[src/rtl/pipe_stage_reg.sv]
// Generic pipeline stage register: ctrl+data travel together, valid/ready handshake, flush, saturating stall counter; 1-cycle latency.
// Backpressure: in_ready = !out_valid || out_ready by default; with PIPE_STAGE_REG_SKID_EN a registered in_ready drops only when both entries are full.
module pipe_stage_reg #(
  parameter int CTRL_W = 16,
  parameter int DATA_W = 128,
  parameter int CNT_W  = 16
) (
  input  logic              clk,
  input  logic              rst_n,
  input  logic              flush,
  input  logic              in_valid,
  output logic              in_ready,
  input  logic [CTRL_W-1:0] in_ctrl,
  input  logic [DATA_W-1:0] in_data,
  output logic              out_valid,
  input  logic              out_ready,
  output logic [CTRL_W-1:0] out_ctrl,
  output logic [DATA_W-1:0] out_data,
  output logic [CNT_W-1:0]  stall_cnt,
  input  logic              clr_cnt
);

  localparam logic [CNT_W-1:0] CNT_MAX = {CNT_W{1'b1}};
  localparam logic [CNT_W-1:0] CNT_ONE = {{(CNT_W-1){1'b0}}, 1'b1};

  logic              accept;
  logic              consume;
  logic [CTRL_W-1:0] ctrl_q, ctrl_d;
  logic [DATA_W-1:0] data_q, data_d;
  logic [CNT_W-1:0]  cnt_q, cnt_d;

  assign accept   = in_valid && in_ready;
  assign consume  = out_valid && out_ready;
  assign out_ctrl = ctrl_q;
  assign out_data = data_q;
  assign stall_cnt = cnt_q;

`ifdef PIPE_STAGE_REG_SKID_EN
  typedef enum logic [1:0] {EMPTY, ONE, TWO} state_e;

  state_e            state_q, state_d;
  logic              rdy_q, rdy_d;
  logic [CTRL_W-1:0] skid_ctrl_q, skid_ctrl_d;
  logic [DATA_W-1:0] skid_data_q, skid_data_d;

  always_ff @(posedge clk or negedge rst_n) begin
    if (!rst_n) begin
      state_q <= EMPTY;
      rdy_q   <= 1'b1;
    end else begin
      state_q <= state_d;
      rdy_q   <= rdy_d;
    end
  end

  always_comb begin
    state_d = state_q;
    if (flush) begin
      state_d = EMPTY;
    end else begin
      case (state_q)
        EMPTY:   if (accept) state_d = ONE;
        ONE: begin
          if (accept && !consume)      state_d = TWO;
          else if (consume && !accept) state_d = EMPTY;
        end
        TWO:     if (consume) state_d = ONE;
        default: state_d = EMPTY;
      endcase
    end
    // Ready is a flop so out_ready never reaches in_ready combinationally.
    rdy_d = (state_d != TWO);
  end

  always_comb begin
    out_valid = (state_q != EMPTY);
    in_ready  = rdy_q || flush;
  end

  always_comb begin
    ctrl_d      = ctrl_q;
    data_d      = data_q;
    skid_ctrl_d = skid_ctrl_q;
    skid_data_d = skid_data_q;
    if (flush) begin
      ctrl_d      = '0;
      data_d      = '0;
      skid_ctrl_d = '0;
      skid_data_d = '0;
    end else begin
      case (state_q)
        EMPTY: if (accept) begin
          ctrl_d = in_ctrl;
          data_d = in_data;
        end
        ONE: begin
          if (accept && consume) begin
            ctrl_d = in_ctrl;
            data_d = in_data;
          end else if (accept) begin
            skid_ctrl_d = in_ctrl;
            skid_data_d = in_data;
          end else if (consume) begin
            ctrl_d = '0;
          end
        end
        TWO: if (consume) begin
          ctrl_d      = skid_ctrl_q;
          data_d      = skid_data_q;
          skid_ctrl_d = '0;
        end
        default: ;
      endcase
    end
  end

  always_ff @(posedge clk or negedge rst_n) begin
    if (!rst_n) begin
      skid_ctrl_q <= '0;
      skid_data_q <= '0;
    end else begin
      skid_ctrl_q <= skid_ctrl_d;
      skid_data_q <= skid_data_d;
    end
  end
`else
  logic valid_q, valid_d;

  always_comb begin
    out_valid = valid_q;
    in_ready  = flush || !valid_q || out_ready;
  end

  always_comb begin
    valid_d = valid_q;
    ctrl_d  = ctrl_q;
    data_d  = data_q;
    if (flush) begin
      valid_d = 1'b0;
      ctrl_d  = '0;
      data_d  = '0;
    end else if (accept) begin
      valid_d = 1'b1;
      ctrl_d  = in_ctrl;
      data_d  = in_data;
    end else if (consume) begin
      // Bubble must decode as NOP downstream; data is don't-care and held.
      valid_d = 1'b0;
      ctrl_d  = '0;
    end
  end

  always_ff @(posedge clk or negedge rst_n) begin
    if (!rst_n) valid_q <= 1'b0;
    else        valid_q <= valid_d;
  end
`endif

  always_comb begin
    cnt_d = cnt_q;
    if (clr_cnt)
      cnt_d = '0;
    else if (out_valid && !out_ready && !flush && cnt_q != CNT_MAX)
      cnt_d = cnt_q + CNT_ONE;
  end

  always_ff @(posedge clk or negedge rst_n) begin
    if (!rst_n) begin
      ctrl_q <= '0;
      data_q <= '0;
      cnt_q  <= '0;
    end else begin
      ctrl_q <= ctrl_d;
      data_q <= data_d;
      cnt_q  <= cnt_d;
    end
  end

endmodule
[config.mk]
export PLATFORM = sky130hd
export DESIGN_NAME = pipe_stage_reg
export DESIGN_NICKNAME = d
export VERILOG_FILES = /design/src/rtl/pipe_stage_reg.sv
export SDC_FILE = /design/constraint.sdc
export NUM_CORES = 1
export LEC_CHECK = 0
export ABC_AREA = 1
export BUFFER_PORTS_ARGS = -buffer_cell sky130_fd_sc_hd__buf_2
export CORE_ASPECT_RATIO = 1.75
export CORE_MARGIN = 4
export CORE_UTILIZATION = 50
export CTS_CLUSTER_DIAMETER = 150
export DETAILED_ROUTE_END_ITERATION = 12
export PLACE_DENSITY = 0.85
export SLEW_MARGIN = 0
export SYNTH_ARGS = -nofsm -noshare
export SYNTH_HDL_FRONTEND = slang
export SYNTH_SLANG_ARGS = --single-unit
[constraint.sdc]
create_clock -name clk -period 2.45 [get_ports clk]
set_input_delay 0.49 -clock clk [delete_from_list [all_inputs] [get_ports clk]]
set_output_delay 0.49 -clock clk [all_outputs]
set_load 0.01 [all_outputs]
==> out/metrics.sh <==
OUTCOME='finished clean'
DETAIL_ROUTE.VIAS_PER_CELL=5.151
ACHIEVABLE-FREQUENCY_GHz=0.5233
AVGSYNTHCELLAREA_UM2=8.570
MAX_CAP_VIOL_COUNT=0
NUM-NETS-FINAL=1229
GLOBALROUTEMET2UTIL=0.4587
GRT.MET3_USAGE=0.07223
ROUTEDWLPERCELL_UM=16.14
TRITONCTS_NUM_SINKS=161
CLASS_OF_THE_MOST_CRITICAL_SETUP_PATH='register to register'
FILLERINSTANCES=1074
FINAL-SETUP-VIOL-COUNT=0
IRDROPWORSTVDD_uV=486.0
TIMING.CRITICAL_PATH.MODE_CELL='nand2_1'
SETUP.WORST_PATH.END_CLASS='register'
LAYOUT_SETUP_WS_PS=538.9
CRIT_ARRIVAL_PS=2260
POWER.DENSITY_nW_PER_UM2=703.0
CTS.ROOT.BUFFER_CELL='clkbuf_16'
GROUTE.LAYER.MET1.USAGE=0.2990
POST-PLACE-CELLS=1229
PLACE.GP.CONGESTION=0.8544
DRC=0
PATH_CLK_SLEW_PS=70
SEQUENTIAL_CELL_AREA_UM2=4029
MAX-CLOCK-PATH-BUFFERS=2
FINAL_LAYOUT_SIZE_SUFFIX_GT1_FRAC=0.3287
IO_BUFFER_COUNT=311
TOP_LEVEL_PORTS=312
DESIGN_POWER_TOTAL_W=0.006352
WORST_CLOCK_SKEW_PS=9.511
HTREEDEPTH=4
POSTROUTEANTENNANETS=0
CORE_AREA_UM2=13080
WORST_SETUP_PATH_START_KIND='register'
SYNTH.LIB_CELLS_USED.DISTINCT=22
DIEHEIGHT_UM=161.5
CORE.ROWCOUNT=55
CPLARGESTDELAYFAMILY='simple AND/OR/NAND/NOR gates'
GRT_REMAINING_OVERFLOW=0
MAXIMUM_NUMBER_OF_PINS_ON_ONE_NET_BEFORE_GLOBAL_ROUTE_REPAIR=145
RSZ_0062_RAISED_AFTER_GLOBAL_ROUTING='no'
GR-MAX-USAGE-LAYER='met2'
POSTSYNTHCELLCOUNT=785
LAYOUT_MIN_CYCLE_TIME_PS=1911
VIAS=6496
ANTENNA_FOUND_INITIAL=1
STATIC-LEAKAGE-POWER_nW=5.445
POST-ROUTE-PERIOD-UTIL=0.7800
FIN_TNS_SETUP_PS=0
LAYOUT_COMMONEST_CELL='nand2_1'
DRT_ITER0_DRC=280
DETAILEDPLACEMENTHPWL_UM=14730
PATH_MAX_FANOUT=15
DRV_SLEW=0
WORSTPATHBUFFERINVERTERCOUNT=0
FIRSTDRTPASSITERS=5
SYNTH-SEQ-AREA-SHARE=0.5988
SYNTHESIZED_NET_COUNT=936
CLK-INSERTION-DELAY-LATE_PS=410
AREA_GROWTH_PCT=34.29
SYNTHESIZED_AREA_UM2=6728
PRECTSSETUPSLACK_PS=541.8
DIE_W_UM=95.69
FIRST_GLOBAL_VIAS=6305
START_UTIL=0.5145
TRITONCTS='yes'
GRTUSAGETOTAL=0.2639
FINALNONFILLERCELLS=1261
TIMING.HOLD.WORST.CLASS='input port to register'
WORSTMARGINPINSLEW_PS=725.2
MULTI_INPUT_COMB_AREA_UM2=2405
SLEW_HEADROOM=0.5165
WORST_PATH_CELL_TRACE='ha_1 -> nand2_1 -> nor2_1 -> nand2_2 -> nor2_2 -> nor2_2 -> nor2_4 -> nand2_1 -> nand2_1'
SYNTH-WARNING-COUNT=0
FINAL-HOLD-VIOLATION-COUNT=0
YOSYS_REGISTER_BITS=161
CP_SLOWEST_STAGE_DELAY_PS=410
CTS_BUFFERS=17
WIRELENGTH_UM=20360
REQUIRED_PS=2800
MOST-COMMON-LAYOUT-CELLS='nand2_1 (345), buf_2 (310), nand3_1 (172), dfrtp_1 (161), clkbuf_16 (17)'
CRIT_SLOWEST_CELL='dfrtp_1'
GRT_PASS1_WL_UM=31650
AREA_OF_THE_DIE_UM2=15450
## worst paths after layout
check | start | end | slack, ps | depth (start not counted)
worst max register to register | stall_cnt[1]$_DFFE_PN0P_ | stall_cnt[9]$_DFFE_PN0P_ | 540 | 9
worst min-delay path | in_data[43] | out_data[43]$_DFFE_PN0P_ | 300 | 3
worst max-delay path | stall_cnt[1]$_DFFE_PN0P_ | stall_cnt[9]$_DFFE_PN0P_ | 540 | 9
max in group asynchronous | rst_n | out_data[127]$_DFFE_PN0P_ | 1320 | 3
worst min register to register | out_data[79]$_DFFE_PN0P_ | out_data[79]$_DFFE_PN0P_ | 470 | 2
min in group asynchronous | rst_n | out_data[39]$_DFFE_PN0P_ | 470 | 2
## worst min-delay path, stage by stage
cell and delay (ps):
buf_2 70, nand3_1 60, nand2_1 60
## registers in the layout (all words and copies together) (netlist names)
register	flops
out_ctrl	16
out_data	128
out_valid	1
stall_cnt	16
## routing by layer
| metal | part of all wire | up-vias |
|---|---|---|
| met5 | 0 | - |
| met4 | 0.031 | 0 |
| met3 | 0.084 | 47 |
| met2 | 0.54 | 292 |
| met1 | 0.35 | 3056 |
| li1 | - | 3101 |
## cell type report
type	instances	area share
diodes	1	0.0002770
well taps	171	0.02368
inverters	19	0.008448
clock inverters	13	0.01994
clock buffers	17	0.04708
repair buffers	321	0.1885
flip-flops and latches	161	0.4459
multi-input cells	558	0.2662
## timing repair
action	4_1_cts	5_1_grt
hold endpoints to repair	11	0
gates resized for setup	0	0
setup buffers	0	0
hold buffers	1	0
## kinds of logic after synthesis
| logic type | after synthesis | share of synthesized area |
|---|---|---|
| buffers and inverters | 66 | 0.04370 |
| DFF | 161 | 0.5988 |
| adders and majority gates | 1 | 0.001859 |
| xor gates and xnor gates | 5 | 0.006509 |
| and+or+nand+nor | 549 | 0.3465 |
| AOI/OAI and AO/OA | 3 | 0.002604 |
## metrics by stage
step           cell area (um2)  utilization  hold WS [ps]
3_5_place_dp              8417       0.6437         325.0
2_1_floorplan             6728            -         194.4
5_1_grt                   9035       0.6910         300.4
3_3_place_gp              8417       0.6437         324.2
6_report                  9035       0.6910         300.3
4_1_cts                   9032       0.6908         284.2
## synth_stat cells (all sizes together)
master / n / area (um2)
nand2: 346 / 1301
inv: 18 / 67.57
nor2: 20 / 95.09
clkbuf: 23 / 86.33
xor2: 5 / 43.79
nor3: 2 / 10.01
nand3: 172 / 860.8
o21ai: 2 / 10.01
nand4: 6 / 37.54
nand3b: 3 / 26.27
clkinv: 1 / 3.750
buf: 24 / 136.4
ha: 1 / 12.51
o21bai: 1 / 7.510
dfrtp: 161 / 4029
## power breakdown
part | switching [W] | internal, W
registers | 0.0000769 | 0.00280
clock network | 0.00112 | 0.00162
logic | 0.000455 | 0.000280
Power figures use the tool's default switching activity.
